==> src/rtl/rule_conf_multi_stage_if.sv <==
`default_nettype none
// ============================================================================
// Module   : rule_conf_multi_stage_if
// Brief    : 32b register read/write bus between a configuration master and
//            the rule_conf_multi_stage front-end.
// Revision : 1.0 - initial release
// ============================================================================
interface rule_conf_multi_stage_if;
  logic        i_rule_wren;
  logic [31:0] i_rule_wdata;
  logic [31:0] i_rule_addr;
  logic        o_rule_ready;
  logic        i_rule_rden;
  logic [31:0] o_rule_rdata;
  logic        o_rule_rvalid;

  modport master (
    output i_rule_wren, i_rule_wdata, i_rule_addr, i_rule_rden,
    input  o_rule_ready, o_rule_rdata, o_rule_rvalid
  );

  modport slave (
    input  i_rule_wren, i_rule_wdata, i_rule_addr, i_rule_rden,
    output o_rule_ready, o_rule_rdata, o_rule_rvalid
  );
endinterface
`default_nettype wire

==> src/rtl/rule_conf_multi_stage.sv <==
`default_nettype none
// ============================================================================
// Module   : rule_conf_multi_stage
// Brief    : Register-bus configuration front-end for a chain of parser
//            stages. Writes land in a shadow bank; a commit copies the shadow
//            bank of one stage into its active bank once that stage is idle.
//            Optional macro RULE_CONF_COMMIT_CNT_EN adds a 16b per-stage
//            commit counter reported in the status (class 7) read.
// Revision : 1.0 - initial release
// ============================================================================
module rule_conf_multi_stage #(
  parameter int STAGE_NUM         = 4,
  parameter int RULE_NUM          = 8,
  parameter int TYPE_NUM          = 4,
  parameter int TYPE_WIDTH        = 16,
  parameter int TYPE_OFFSET_WIDTH = 7,
  parameter int KEY_FIELD_NUM     = 8,
  parameter int KEY_OFFSET_WIDTH  = 7,
  parameter int HEAD_SHIFT_WIDTH  = 7,
  parameter int META_SHIFT_WIDTH  = 5
) (
  input  wire                                                  i_clk,
  input  wire                                                  i_rst_n,
  rule_conf_multi_stage_if.slave                               bus,
  input  wire  [STAGE_NUM-1:0]                                 i_stage_idle,
  output logic [STAGE_NUM*RULE_NUM-1:0]                        o_typeRule_wren,
  output logic [STAGE_NUM-1:0]                                 o_typeRule_valid,
  output logic [STAGE_NUM*TYPE_NUM*TYPE_WIDTH-1:0]             o_typeData,
  output logic [STAGE_NUM*TYPE_NUM*TYPE_WIDTH-1:0]             o_typeMask,
  output logic [STAGE_NUM*TYPE_NUM*TYPE_OFFSET_WIDTH-1:0]      o_typeOffset,
  output logic [STAGE_NUM*KEY_FIELD_NUM*(KEY_OFFSET_WIDTH+1)-1:0] o_keyOffset,
  output logic [STAGE_NUM*HEAD_SHIFT_WIDTH-1:0]                o_headShift,
  output logic [STAGE_NUM*META_SHIFT_WIDTH-1:0]                o_metaShift,
  output logic [STAGE_NUM-1:0]                                 o_commit_done
);

  localparam int c_key_w = KEY_OFFSET_WIDTH + 1;

  typedef enum logic [1:0] {
    ST_IDLE = 2'd0,
    ST_PEND = 2'd1,
    ST_COPY = 2'd2
  } state_t;

  // Shadow and active banks, packed so the flat output layout is stage-major.
  logic [STAGE_NUM-1:0][TYPE_NUM-1:0][TYPE_WIDTH-1:0]        r_sh_tdata, r_ac_tdata;
  logic [STAGE_NUM-1:0][TYPE_NUM-1:0][TYPE_WIDTH-1:0]        r_sh_tmask, r_ac_tmask;
  logic [STAGE_NUM-1:0][TYPE_NUM-1:0][TYPE_OFFSET_WIDTH-1:0] r_sh_toff,  r_ac_toff;
  logic [STAGE_NUM-1:0][KEY_FIELD_NUM-1:0][c_key_w-1:0]      r_sh_koff,  r_ac_koff;
  logic [STAGE_NUM-1:0][HEAD_SHIFT_WIDTH-1:0]                r_sh_hs,    r_ac_hs;
  logic [STAGE_NUM-1:0][META_SHIFT_WIDTH-1:0]                r_sh_ms,    r_ac_ms;

  logic [STAGE_NUM-1:0][RULE_NUM-1:0] r_rule_wren;
  logic [STAGE_NUM-1:0]               r_rule_valid;
  logic [STAGE_NUM-1:0]               r_commit_done;
  logic [STAGE_NUM-1:0]               r_pending;
  state_t                             r_state [STAGE_NUM];
  logic [31:0]                        r_rdata;
  logic                               r_rvalid;

  logic [2:0]  w_stage, w_class;
  logic [5:0]  w_idx;
  logic [31:0] w_stage_n, w_idx_n, w_idx_lim;
  logic        w_ready, w_addr_ok, w_wr_hit, w_rd_acc, w_commit_req;
  logic [31:0] w_rd_value;
  logic        w_unused;

  assign w_stage   = bus.i_rule_addr[14:12];
  assign w_class   = bus.i_rule_addr[10:8];
  assign w_idx     = bus.i_rule_addr[5:0];
  assign w_stage_n = 32'(w_stage);
  assign w_idx_n   = 32'(w_idx);
  assign w_unused  = ^{bus.i_rule_addr[31:15], bus.i_rule_addr[11], bus.i_rule_addr[7:6]};

  // Number of addressable entries in the selected field class.
  always_comb begin
    w_idx_lim = 32'd1;
    case (w_class)
      3'd0:      w_idx_lim = RULE_NUM;
      3'd1, 3'd2: w_idx_lim = TYPE_NUM;
      3'd3:      w_idx_lim = KEY_FIELD_NUM;
      default:   w_idx_lim = 32'd1;
    endcase
  end

  // The bus stalls while any stage has a commit in flight so that shadow
  // contents cannot change between the commit request and the copy.
  assign w_ready      = ~|r_pending;
  assign w_addr_ok    = (w_stage_n < 32'(STAGE_NUM)) && (w_idx_n < w_idx_lim);
  assign w_wr_hit     = bus.i_rule_wren & w_ready & w_addr_ok;
  assign w_rd_acc     = bus.i_rule_rden & ~bus.i_rule_wren & w_ready;
  assign w_commit_req = w_wr_hit & (w_class == 3'd6) & bus.i_rule_wdata[0];

`ifdef RULE_CONF_COMMIT_CNT_EN
  logic [15:0] r_commit_cnt [STAGE_NUM];

  // Per-stage commit counter, advanced by each commit-done pulse.
  always_ff @(posedge i_clk or negedge i_rst_n) begin
    if (!i_rst_n) begin
      for (int s = 0; s < STAGE_NUM; s++) r_commit_cnt[s] <= 16'd0;
    end else begin
      for (int s = 0; s < STAGE_NUM; s++)
        if (r_commit_done[s]) r_commit_cnt[s] <= r_commit_cnt[s] + 16'd1;
    end
  end
`endif

  // Shadow bank updates from accepted writes (classes 1..5).
  always_ff @(posedge i_clk or negedge i_rst_n) begin
    if (!i_rst_n) begin
      r_sh_tdata <= '0;
      r_sh_tmask <= '0;
      r_sh_toff  <= '0;
      r_sh_koff  <= '0;
      r_sh_hs    <= '0;
      r_sh_ms    <= '0;
    end else if (w_wr_hit) begin
      for (int s = 0; s < STAGE_NUM; s++) begin
        if (w_stage_n == 32'(s)) begin
          case (w_class)
            3'd1: for (int i = 0; i < TYPE_NUM; i++)
              if (w_idx_n == 32'(i)) begin
                r_sh_tdata[s][i] <= bus.i_rule_wdata[16 +: TYPE_WIDTH];
                r_sh_tmask[s][i] <= bus.i_rule_wdata[0 +: TYPE_WIDTH];
              end
            3'd2: for (int i = 0; i < TYPE_NUM; i++)
              if (w_idx_n == 32'(i)) r_sh_toff[s][i] <= bus.i_rule_wdata[0 +: TYPE_OFFSET_WIDTH];
            3'd3: for (int i = 0; i < KEY_FIELD_NUM; i++)
              if (w_idx_n == 32'(i))
                r_sh_koff[s][i] <= {bus.i_rule_wdata[16], bus.i_rule_wdata[0 +: KEY_OFFSET_WIDTH]};
            3'd4: r_sh_hs[s] <= bus.i_rule_wdata[0 +: HEAD_SHIFT_WIDTH];
            3'd5: r_sh_ms[s] <= bus.i_rule_wdata[0 +: META_SHIFT_WIDTH];
            default: ;
          endcase
        end
      end
    end
  end

  // Class 0 writes bypass the shadow bank and emit a one-cycle rule strobe.
  always_ff @(posedge i_clk or negedge i_rst_n) begin
    if (!i_rst_n) begin
      r_rule_wren  <= '0;
      r_rule_valid <= '0;
    end else begin
      r_rule_wren <= '0;
      if (w_wr_hit && w_class == 3'd0) begin
        for (int s = 0; s < STAGE_NUM; s++) begin
          if (w_stage_n == 32'(s)) begin
            r_rule_valid[s] <= bus.i_rule_wdata[0];
            for (int r = 0; r < RULE_NUM; r++)
              if (w_idx_n == 32'(r)) r_rule_wren[s][r] <= 1'b1;
          end
        end
      end
    end
  end

  // Readback mux: shadow value in write layout; unmapped addresses read 0.
  always_comb begin
    w_rd_value = '0;
    if (w_addr_ok) begin
      for (int s = 0; s < STAGE_NUM; s++) begin
        if (w_stage_n == 32'(s)) begin
          case (w_class)
            3'd1: for (int i = 0; i < TYPE_NUM; i++)
              if (w_idx_n == 32'(i)) w_rd_value = 32'({r_sh_tdata[s][i], r_sh_tmask[s][i]});
            3'd2: for (int i = 0; i < TYPE_NUM; i++)
              if (w_idx_n == 32'(i)) w_rd_value = 32'(r_sh_toff[s][i]);
            3'd3: for (int i = 0; i < KEY_FIELD_NUM; i++)
              if (w_idx_n == 32'(i)) begin
                w_rd_value[16]                   = r_sh_koff[s][i][c_key_w-1];
                w_rd_value[KEY_OFFSET_WIDTH-1:0] = r_sh_koff[s][i][KEY_OFFSET_WIDTH-1:0];
              end
            3'd4: w_rd_value = 32'(r_sh_hs[s]);
            3'd5: w_rd_value = 32'(r_sh_ms[s]);
`ifdef RULE_CONF_COMMIT_CNT_EN
            3'd7: w_rd_value = {r_commit_cnt[s], 8'h00, 8'(r_pending)};
`else
            3'd7: w_rd_value = 32'(r_pending);
`endif
            default: ;
          endcase
        end
      end
    end
  end

  // Read response registered one cycle after acceptance.
  always_ff @(posedge i_clk or negedge i_rst_n) begin
    if (!i_rst_n) begin
      r_rdata  <= '0;
      r_rvalid <= 1'b0;
    end else begin
      r_rvalid <= w_rd_acc;
      if (w_rd_acc) r_rdata <= w_rd_value;
    end
  end

  // Per-stage commit FSM: wait for the stage to go idle, then copy the
  // whole shadow bank of that stage into the active bank in one cycle.
  always_ff @(posedge i_clk or negedge i_rst_n) begin
    if (!i_rst_n) begin
      r_ac_tdata    <= '0;
      r_ac_tmask    <= '0;
      r_ac_toff     <= '0;
      r_ac_koff     <= '0;
      r_ac_hs       <= '0;
      r_ac_ms       <= '0;
      r_commit_done <= '0;
      r_pending     <= '0;
      for (int s = 0; s < STAGE_NUM; s++) r_state[s] <= ST_IDLE;
    end else begin
      for (int s = 0; s < STAGE_NUM; s++) begin
        r_commit_done[s] <= 1'b0;
        case (r_state[s])
          ST_IDLE: if (w_commit_req && w_stage_n == 32'(s)) begin
            r_state[s]   <= ST_PEND;
            r_pending[s] <= 1'b1;
          end
          ST_PEND: if (i_stage_idle[s]) r_state[s] <= ST_COPY;
          ST_COPY: begin
            r_ac_tdata[s]    <= r_sh_tdata[s];
            r_ac_tmask[s]    <= r_sh_tmask[s];
            r_ac_toff[s]     <= r_sh_toff[s];
            r_ac_koff[s]     <= r_sh_koff[s];
            r_ac_hs[s]       <= r_sh_hs[s];
            r_ac_ms[s]       <= r_sh_ms[s];
            r_commit_done[s] <= 1'b1;
            r_pending[s]     <= 1'b0;
            r_state[s]       <= ST_IDLE;
          end
          default: r_state[s] <= ST_IDLE;
        endcase
      end
    end
  end

  assign bus.o_rule_ready  = w_ready;
  assign bus.o_rule_rdata  = r_rdata;
  assign bus.o_rule_rvalid = r_rvalid;
  assign o_typeRule_wren   = r_rule_wren;
  assign o_typeRule_valid  = r_rule_valid;
  assign o_typeData        = r_ac_tdata;
  assign o_typeMask        = r_ac_tmask;
  assign o_typeOffset      = r_ac_toff;
  assign o_keyOffset       = r_ac_koff;
  assign o_headShift       = r_ac_hs;
  assign o_metaShift       = r_ac_ms;
  assign o_commit_done     = r_commit_done;

endmodule
`default_nettype wire
==> src/flat_wrapper.sv <==
// flat-port wrapper written by rule: the top's interface ports become plain ports
module rule_conf_multi_stage_flat 
#(
  parameter int STAGE_NUM         = 4,
  parameter int RULE_NUM          = 8,
  parameter int TYPE_NUM          = 4,
  parameter int TYPE_WIDTH        = 16,
  parameter int TYPE_OFFSET_WIDTH = 7,
  parameter int KEY_FIELD_NUM     = 8,
  parameter int KEY_OFFSET_WIDTH  = 7,
  parameter int HEAD_SHIFT_WIDTH  = 7,
  parameter int META_SHIFT_WIDTH  = 5
)
  (i_clk, i_rst_n, i_stage_idle, o_typeRule_wren, o_typeRule_valid, o_typeData, o_typeMask, o_typeOffset, o_keyOffset, o_headShift, o_metaShift, o_commit_done, bus_i_rule_wren, bus_i_rule_wdata, bus_i_rule_addr, bus_i_rule_rden, bus_o_rule_ready, bus_o_rule_rdata, bus_o_rule_rvalid);
  rule_conf_multi_stage_if bus_i ();
  input  wire i_clk;
  input  wire i_rst_n;
  input  wire  [STAGE_NUM-1:0] i_stage_idle;
  output logic [STAGE_NUM*RULE_NUM-1:0] o_typeRule_wren;
  output logic [STAGE_NUM-1:0] o_typeRule_valid;
  output logic [STAGE_NUM*TYPE_NUM*TYPE_WIDTH-1:0] o_typeData;
  output logic [STAGE_NUM*TYPE_NUM*TYPE_WIDTH-1:0] o_typeMask;
  output logic [STAGE_NUM*TYPE_NUM*TYPE_OFFSET_WIDTH-1:0] o_typeOffset;
  output logic [STAGE_NUM*KEY_FIELD_NUM*(KEY_OFFSET_WIDTH+1)-1:0] o_keyOffset;
  output logic [STAGE_NUM*HEAD_SHIFT_WIDTH-1:0] o_headShift;
  output logic [STAGE_NUM*META_SHIFT_WIDTH-1:0] o_metaShift;
  output logic [STAGE_NUM-1:0] o_commit_done;
  input wire logic [$bits(bus_i.i_rule_wren)-1:0] bus_i_rule_wren;
  input wire logic [$bits(bus_i.i_rule_wdata)-1:0] bus_i_rule_wdata;
  input wire logic [$bits(bus_i.i_rule_addr)-1:0] bus_i_rule_addr;
  input wire logic [$bits(bus_i.i_rule_rden)-1:0] bus_i_rule_rden;
  output wire logic [$bits(bus_i.o_rule_ready)-1:0] bus_o_rule_ready;
  output wire logic [$bits(bus_i.o_rule_rdata)-1:0] bus_o_rule_rdata;
  output wire logic [$bits(bus_i.o_rule_rvalid)-1:0] bus_o_rule_rvalid;
  assign bus_i.i_rule_wren = bus_i_rule_wren;
  assign bus_i.i_rule_wdata = bus_i_rule_wdata;
  assign bus_i.i_rule_addr = bus_i_rule_addr;
  assign bus_i.i_rule_rden = bus_i_rule_rden;
  assign bus_o_rule_ready = bus_i.o_rule_ready;
  assign bus_o_rule_rdata = bus_i.o_rule_rdata;
  assign bus_o_rule_rvalid = bus_i.o_rule_rvalid;
  rule_conf_multi_stage #(.STAGE_NUM(STAGE_NUM), .RULE_NUM(RULE_NUM), .TYPE_NUM(TYPE_NUM), .TYPE_WIDTH(TYPE_WIDTH), .TYPE_OFFSET_WIDTH(TYPE_OFFSET_WIDTH), .KEY_FIELD_NUM(KEY_FIELD_NUM), .KEY_OFFSET_WIDTH(KEY_OFFSET_WIDTH), .HEAD_SHIFT_WIDTH(HEAD_SHIFT_WIDTH), .META_SHIFT_WIDTH(META_SHIFT_WIDTH)) u_core (.i_clk(i_clk), .i_rst_n(i_rst_n), .bus(bus_i), .i_stage_idle(i_stage_idle), .o_typeRule_wren(o_typeRule_wren), .o_typeRule_valid(o_typeRule_valid), .o_typeData(o_typeData), .o_typeMask(o_typeMask), .o_typeOffset(o_typeOffset), .o_keyOffset(o_keyOffset), .o_headShift(o_headShift), .o_metaShift(o_metaShift), .o_commit_done(o_commit_done));
endmodule
==> config.mk <==
export PLATFORM = sky130hd
export DESIGN_NAME = rule_conf_multi_stage_flat
export DESIGN_NICKNAME = d
export VERILOG_FILES = /design/src/rtl/rule_conf_multi_stage_if.sv /design/src/rtl/rule_conf_multi_stage.sv /design/src/flat_wrapper.sv
export SDC_FILE = /design/constraint.sdc
export NUM_CORES = 2
export LEC_CHECK = 0
export CORE_AREA = 2 2 423 425
export CTS_CLUSTER_DIAMETER = 50
export DETAILED_ROUTE_END_ITERATION = 7
export DIE_AREA = 0 0 425 427
export MAX_ROUTING_LAYER = met4
export PLACE_DENSITY_LB_ADDON = 0.2
export SLEW_MARGIN = 20
export SYNTH_ARGS = -nofsm -noshare
export SYNTH_HDL_FRONTEND = slang
export SYNTH_SLANG_ARGS = --single-unit
==> constraint.sdc <==
create_clock -name i_clk -period 3 [get_ports i_clk]
set_input_delay 0.6 -clock i_clk [delete_from_list [all_inputs] [get_ports i_clk]]
set_output_delay 0.6 -clock i_clk [all_outputs]
set_load 0.005 [all_outputs]
Yosys cells after proc, flatten, opt, wreduce, memory -nomap -nowiden
Index checks and enable logic that the tools add are counted.
- output and inout bits: 1002
- register bits: 1941
- logic and storage cells: 499
- bits of input ports: 72
- magnitude comparators: 2
- bitwise operators: 7
- reductions and logical operators: 106
- multiplexer cells: 156
- equality and inequality tests: 33
- operators with widths (cell ; count):
    32-bit 2-to-1 mux ; 35
    4-bit AND reduction ; 64
    7-bit 2-to-1 mux ; 36
    7-bit case mux with 6 select lines ; 4
    15-bit case mux with 3 select lines ; 3
    9-bit case mux with 3 select lines ; 3
    32-bit zero test ; 2
    1-bit 2-to-1 mux ; 48
    8-bit 2-to-1 mux ; 4
    15-bit case mux with 2 select lines ; 1
    6-bit by 3-bit == test with 1-bit output (second input constant) ; 4
    2-bit AND reduction ; 12
    3-bit AND reduction ; 8
    9-bit case mux with 2 select lines ; 1
    2-bit 2-to-1 mux ; 8
    2-bit case mux with 2 select lines ; 4
    3-bit by 2-bit == test with 1-bit output (second input constant) ; 4
    3-bit == test (second input constant) ; 4
    6-bit by 2-bit == test with 1-bit output (second input constant) ; 2
    1-bit case mux with 4 select lines ; 3
    2-bit by 1-bit == test with 1-bit output (second input constant) ; 4
    2-bit == test (second input constant) ; 4
    2-bit zero test ; 4
    2-bit by 1-bit != test with 1-bit output (second input constant) ; 4
    other kinds (17) ; 38

Longest topological paths before layout
- word-level depth: 43
- gate-level depth with buffers: 15
- gate-level depth less buffers: 10

Worst setup path after synthesis
No wires, ideal clock.
- path type: input -> register
- from: in bus_i_rule_addr[10]
- to: reg u_core.r_sh_tmask[170] (netlist name)
- path slack: -750 ps
- arrival time: 3625 ps
- data required time: 2875 ps
- stages on the path: 14
- buffers on the path: 5
- library setup time: 125 ps
- cells stage by stage: buf_2 clkbuf_1 clkbuf_1 nor3_1 nor2_1 ha_1 or4_1 a21oi_2 and3_1 buf_2 nand2_1 nor2_1 buf_2 mux2_2
- cells in the longest elaborated chain, start to end: 7
- elaborated cells on any way between the ends: 11
- those cells by class: 1 x order compare; 3 x eq/ne; 1 x mux; 1 x bitwise; 5 x reduce/logical
- ends and longest elaborated chain (element ; RTL line ; source):
    start: declaration ; flat_wrapper.sv:30 ; input wire logic [$bits(bus_i.i_rule_addr)-1:0] bus_i_rule_addr;
    3-bit by 2-bit == test with 1-bit output (tied with other cells) ; rule_conf_multi_stage.sv:78 ; case (w_class)
    2-bit OR reduction, on equally long branches ; - ;
    4-bit case mux with 2 select lines ; rule_conf_multi_stage.sv:78 ;
    6-bit by 4-bit < comparator with 1-bit output ; rule_conf_multi_stage.sv:89 ; assign w_addr_ok = (w_stage_n < 32'(STAGE_NUM)) && (w_idx_n < w_idx_lim);
    1-bit logical AND ; rule_conf_multi_stage.sv:89 ;
    1-bit bitwise AND ; rule_conf_multi_stage.sv:90 ; assign w_wr_hit = bus.i_rule_wren & w_ready & w_addr_ok;
    4-bit AND reduction (no line) * ; - ;
    end signal: indexed assignment ; rule_conf_multi_stage.sv:124 ; r_sh_tmask[s][i] <= bus.i_rule_wdata[0 +: TYPE_WIDTH];
    end: declaration ; rule_conf_multi_stage.sv:47 ; logic [STAGE_NUM-1:0][TYPE_NUM-1:0][TYPE_WIDTH-1:0] r_sh_tmask, r_ac_tmask;
Every way passes the cells marked *; elsewhere a longest branch is shown, timed or not.
A chain may end at the register's enable or synchronous reset.

Final worst setup path
- from: in bus_i_rule_addr[4]
- to: reg u_core.r_rdata[3], in the netlist u_core.bus.o_rule_rdata[3]
- cells in the longest elaborated chain, start to end: 43
- elaborated cells on any way between the ends: 84
- those cells by class: 1 x order compare; 7 x eq/ne; 74 x mux; 2 x reduce/logical
- ends and longest elaborated chain (element ; RTL line ; source):
    32-bit zero test ; rule_conf_multi_stage.sv:167, rule_conf_multi_stage.sv:169, rule_conf_multi_stage.sv:171 ;
    7-bit 2-to-1 mux (8 in series) ; rule_conf_multi_stage.sv:171 ; if (w_idx_n == 32'(i)) begin
    7-bit case mux with 6 select lines ; rule_conf_multi_stage.sv:165 ; case (w_class)
    32-bit 2-to-1 mux ; rule_conf_multi_stage.sv:164 ; if (w_stage_n == 32'(s)) begin
    7-bit 2-to-1 mux (8 in series) ; rule_conf_multi_stage.sv:171 ;
    7-bit case mux with 6 select lines ; rule_conf_multi_stage.sv:165 ;
    32-bit 2-to-1 mux ; rule_conf_multi_stage.sv:164 ;
    32-bit 2-to-1 mux ; rule_conf_multi_stage.sv:162 ; if (w_addr_ok) begin
    7-bit 2-to-1 mux (8 in series) ; rule_conf_multi_stage.sv:171 ;
    7-bit case mux with 6 select lines ; rule_conf_multi_stage.sv:165 ;
    32-bit 2-to-1 mux ; rule_conf_multi_stage.sv:164 ;
    7-bit 2-to-1 mux (8 in series) ; rule_conf_multi_stage.sv:171 ;
    7-bit case mux with 6 select lines ; rule_conf_multi_stage.sv:165 ;
    32-bit 2-to-1 mux ; rule_conf_multi_stage.sv:164 ;
    32-bit 2-to-1 mux * ; rule_conf_multi_stage.sv:162 ;
    end signal: assignment ; rule_conf_multi_stage.sv:196 ; if (w_rd_acc) r_rdata <= w_rd_value;
    end: declaration ; rule_conf_multi_stage.sv:58 ; logic [31:0] r_rdata;
Every way passes the cells marked *; elsewhere a longest branch is shown, timed or not. The select of a mux whose other input is x is not followed.

==> flow_summary.rst <==
.. list-table::
   :header-rows: 1

   * - Metric
     - Value
   * - Result of the run
     - finished with violations
   * - Violations in the final reports
     - negative setup slack
   * - Post-synth design cell area
     - about 81,000 sq um
   * - Startpoint type of the worst setup path
     - primary input
   * - Layout cells sized above 1
     - 22.8%
   * - Critical path arrival
     - approximately 3.7 ns
   * - Setup Skew
     - ~0.037 ns
   * - Cell with the largest stage delay on the worst path
     - sky130_fd_sc_hd__clkdlybuf4s50_1
   * - Maxcap violations
     - 0
   * - Global-route wire length before repair
     - approximately 490 mm
   * - LEAKAGE
     - around 54 nW
   * - Antenna-violating nets left
     - 0
   * - Number of clock sinks seen by CTS
     - just under 2,000
   * - GRT Resource Usage Total
     - ~39%
   * - PwrDens
     - between 500 and 600 nW/um^2
   * - Worst setup margin
     - -0.000607 ns
   * - R2R setup slack
     - around 0.24 ns
   * - Area fraction in and, or, nand and nor cells after synthesis
     - ~16%
   * - Worst hold path class
     - in -> reg
   * - Cell-by-cell trace of the critical path
     - clkdlybuf4s50_1 > buf_4 > nor4_4 > buf_6 > nand2_1 > buf_4 > a2bb2oi_1 > buf_4 > a31oi_1 > o211ai_1 > or3_1 > nand3_1 > a31oi_1
   * - Pre-antenna DRT Iters
     - 8
   * - Initial antenna violation count
     - 16
   * - Compound-cell area share of the yosys netlist
     - approximately 5.1%
   * - TritonCTS clock tree
     - done
   * - Routed Wire Length
     - 344 mm
   * - RD Place Congestion
     - 1.01
   * - Gate Count Post-Synth
     - between 7,000 and 8,000
   * - Fraction of synthesized area in multiplexers
     - approximately 16%
   * - WP data required
     - 3.72 ns
   * - Maximum number of pins on one net before global-route repair
     - 203
   * - Number of top-level pins
     - 1,074
   * - Cell with the most instances after synthesis
     - sky130_fd_sc_hd__nand2_1
   * - Biggest fanout along the worst timing path
     - 9
   * - Placed wire-length estimate
     - 253 mm
   * - Most instantiated cells after synthesis
     - sky130_fd_sc_hd__nand2_1 (2,905), sky130_fd_sc_hd__dfrtp_1 (1,941), sky130_fd_sc_hd__mux2_2 (908)
   * - Largest buffer count on any clock path
     - 3
   * - Cell taking the most area after synthesis
     - sky130_fd_sc_hd__dfrtp_1
   * - Setup repair after global routing missed its margin
     - true
   * - Placement Rows
     - about 160
   * - CTS buffer count
     - 213
   * - Normalized max-slew margin
     - approximately 27%
   * - Max frequency
     - roughly 0.33 GHz
   * - Post-route DRC
     - 0
   * - DR iter-0 viols
     - roughly 6,600
   * - DP Worst Slack
     - -1.10 ns
   * - Horizontal die dimension
     - 425 um
   * - Net Sw Frac
     - 23.5%
   * - Setup Total Neg Slack
     - -0.000607 ns
   * - Number of synthesized flops with an enable pin
     - 0
   * - Post-synthesis sequential area ratio
     - 60.0%
   * - Fillers
     - ~15,000
   * - FFs w/ async S/R, synth
     - 100%
   * - Top cells by area in the synthesized netlist
     - sky130_fd_sc_hd__dfrtp_1 (60%), sky130_fd_sc_hd__nand2_1 (13%), sky130_fd_sc_hd__mux2_2 (13%), sky130_fd_sc_hd__mux2_1 (1.6%), sky130_fd_sc_hd__clkbuf_1 (1.6%)
   * - Class of the most critical setup path
     - in -> reg
   * - Count of pins over their slew limit
     - 0
   * - Crit. End Element
     - flip-flop
   * - Cells on worst reg2reg path
     - 10
   * - Initial Util
     - between 40 and 50%
   * - Leftover overflow at the end of global routing
     - 0
   * - Tightest Pin Transition
     - approximately 1.1 ns
   * - Peak supply drop
     - approximately 0.55 mV
   * - Routed WL per cell
     - 29.9 um
   * - Dominant combinational cell family by area after synthesis
     - multiplexers
   * - Xor-xnor portion of the synthesized cell area
     - less than 1%
   * - Total number of vias
     - approximately 66,000
   * - Area growth from synthesis to final layout
     - 32.2%
   * - Root cell of the clock tree
     - sky130_fd_sc_hd__clkbuf_16
   * - Routed via count divided by cell count
     - between 5 and 6
   * - Total net switching power
     - ~0.013 W
   * - FF+latch count, synth
     - around 1,900
   * - Fraction of the mapped netlist area in adder cells
     - less than 1%
   * - Area of the core region
     - between 150,000 and 200,000 sq um
   * - Yosys top cell area share
     - between 50% and 60%
   * - Final setup violation count
     - 1
   * - Longest individual stage delay on the worst path
     - 0.51 ns
   * - Clock insertion delay at the later pin of the skew report
     - approximately 0.9 ns
   * - Die outline height
     - 427 um
   * - Share of the clock period used by the worst path after layout
     - 100%
   * - H-tree depth
     - 4
   * - Syn Nets
     - approximately 7,600
   * - Final number of hold-violating endpoints
     - 0
   * - CP most frequent cell
     - sky130_fd_sc_hd__buf_4
   * - Syn. warnings
     - 0
   * - Clock-pin slew on the worst setup and hold paths
     - roughly 0.060 ns
   * - Vias in the first global route
     - 65,900
   * - Worst hold stages
     - 2
   * - Cell internal pwr
     - ~0.042 W
   * - Most frequently used flop master after synthesis
     - sky130_fd_sc_hd__dfrtp_1
   * - Time the worst path needs with I/O delays and setup
     - approximately 3 ns
   * - Final nets
     - around 9,000
   * - Combinational Power Share
     - approximately 4%
   * - Number of distinct library cells after synthesis
     - between 80 and 90
   * - Seq pwr share
     - between 40% and 50%
   * - Post-Syn Area per Cell
     - ~11 sq um
   * - Total die area
     - between 150,000 and 200,000 sq um
   * - Number of input and output port buffers inserted
     - 1,053
   * - Clock network fraction of total power
     - roughly half
flip-flops by register name, summed over array words and instances (netlist names), 32 cells and up:
signal / cells
u_core.o_typeData: 256
u_core.r_sh_toff: 112
u_core.r_sh_tdata: 256
u_core.bus.o_rule_rdata: 32
u_core.o_keyOffset: 256
u_core.o_typeMask: 256
u_core.o_typeOffset: 112
u_core.r_sh_koff: 256
u_core.o_typeRule_wren: 32
u_core.r_sh_tmask: 256
cells by family after synthesis:
kind of cell,after synthesis
simple gates,3313
flops,1941
xor+xnor,1
fa+ha+maj,2
compound gates,645
mux,1126
buf+inv,524
final timing paths:
kind | start | end
hold reg to reg | u_core.o_typeData[230]$_DFFE_PN0P_ | u_core.o_typeData[230]$_DFFE_PN0P_
min in group asynchronous | i_rst_n | u_core.o_typeData[219]$_DFFE_PN0P_
hold / removal | bus_i_rule_wdata[4] | u_core.r_sh_koff[52]$_DFFE_PN0P_
max in group asynchronous | i_rst_n | u_core.o_typeData[251]$_DFFE_PN0P_
setup reg to reg | u_core.r_sh_koff[30]$_DFFE_PN0P_ | u_core.bus.o_rule_rdata[6]$_DFFE_PN0P_
setup / recovery | bus_i_rule_addr[4] | u_core.bus.o_rule_rdata[3]$_DFFE_PN0P_
stage by stage:
step	util (%)	instances	cell area (sq um)	hold WS [ns]	total power, W
after global placement	56.2	11100	99600	0.459	0.0288
after CTS	60.3	11500	107000	0.244	0.0553
after detailed placement	56.2	11100	99600	0.461	0.0288
final	60.4	11500	107000	0.297	0.0551
after floorplan	-	7552	81800	0.304	0.0273
after global routing	60.4	11500	107000	0.283	0.0566
metal layers:
metal | vias up | global-route usage (%) | wire length [um]
met5 | - | - | 0
met4 | 0 | 24.3 | 25900
met3 | 729 | 5.64 | 21100
met2 | 2944 | 58.3 | 159000
met1 | 34200 | 49.2 | 138000
li1 | 28000 | - | -
cell usage in the layout, fill, tap and decap left out, types with 9 or more instances in the layout:
cell type	netlist	routed
sky130_fd_sc_hd__a211oi_1	10	9
sky130_fd_sc_hd__a21o_1	23	23
sky130_fd_sc_hd__a21oi_1	123	123
sky130_fd_sc_hd__a221oi_1	34	33
sky130_fd_sc_hd__a22o_1	13	13
sky130_fd_sc_hd__a22oi_1	36	36
sky130_fd_sc_hd__a31oi_1	27	25
sky130_fd_sc_hd__and2_1	9	9
sky130_fd_sc_hd__buf_12	0	131
sky130_fd_sc_hd__buf_4	6	509
sky130_fd_sc_hd__bufinv_16	0	12
sky130_fd_sc_hd__clkbuf_1	336	48
sky130_fd_sc_hd__clkbuf_16	0	216
sky130_fd_sc_hd__clkbuf_8	0	42
sky130_fd_sc_hd__clkdlybuf4s50_1	0	1037
sky130_fd_sc_hd__clkinv_2	0	31
sky130_fd_sc_hd__clkinvlp_4	0	15
sky130_fd_sc_hd__dfrtp_1	1941	1941
sky130_fd_sc_hd__diode_2	0	9
sky130_fd_sc_hd__inv_1	31	29
sky130_fd_sc_hd__inv_6	0	10
sky130_fd_sc_hd__inv_8	0	9
sky130_fd_sc_hd__mux2_1	116	84
sky130_fd_sc_hd__mux2_2	908	820
sky130_fd_sc_hd__mux2_4	0	120
sky130_fd_sc_hd__mux2i_1	57	57
sky130_fd_sc_hd__mux4_2	45	45
sky130_fd_sc_hd__nand2_1	2905	2893
sky130_fd_sc_hd__nand2_2	1	11
sky130_fd_sc_hd__nand2b_1	17	12
sky130_fd_sc_hd__nand3_1	35	35
sky130_fd_sc_hd__nor2_1	232	214
sky130_fd_sc_hd__nor2_2	5	11
sky130_fd_sc_hd__nor2_4	16	28
sky130_fd_sc_hd__nor3_1	36	33
sky130_fd_sc_hd__o211ai_1	18	18
sky130_fd_sc_hd__o21ai_0	147	145
sky130_fd_sc_hd__o221ai_1	30	28
sky130_fd_sc_hd__o22ai_1	117	117
power groups by stage:
stage          registers, W  logic, W  clock network [W]
3_5_place_dp         0.0267   0.00217                  0
4_1_cts              0.0262   0.00218             0.0270
3_3_place_gp         0.0267   0.00216                  0
5_1_grt              0.0262   0.00231             0.0281
6_report             0.0262   0.00220             0.0267
2_1_floorplan        0.0267  0.000596                  0
cell type report:
type	count	area, sq um	area share [%]
sequential	1941	48600	45.4
multi-input combinational	5087	31100	29.1
timing repair buffer	1695	17000	15.9
clock buffer	306	6160	5.76
tap	2355	2950	2.75
clock inverter	89	1020	0.954
inverter	34	155	0.145
antenna	9	22.5	0.0210
worst max-delay path: cells and delay by family:
family / cells / cell delay (ns)
simple gates: 4 / 1.06
buf+inv: 5 / 1.38
compound gates: 4 / 0.65
what timing repair did:
| action | 4_1_cts | 5_1_grt |
|---|---|---|
| endpoints found under the hold margin | 28 | 0 |
| resized for setup | 8 | 21 |
| setup buffers | 0 | 4 |
| hold buffers | 2 | 0 |
| setup endpoints to repair | 37 | 102 |
| pin swaps | 0 | 1 |
(Power assumes the default switching activity.)
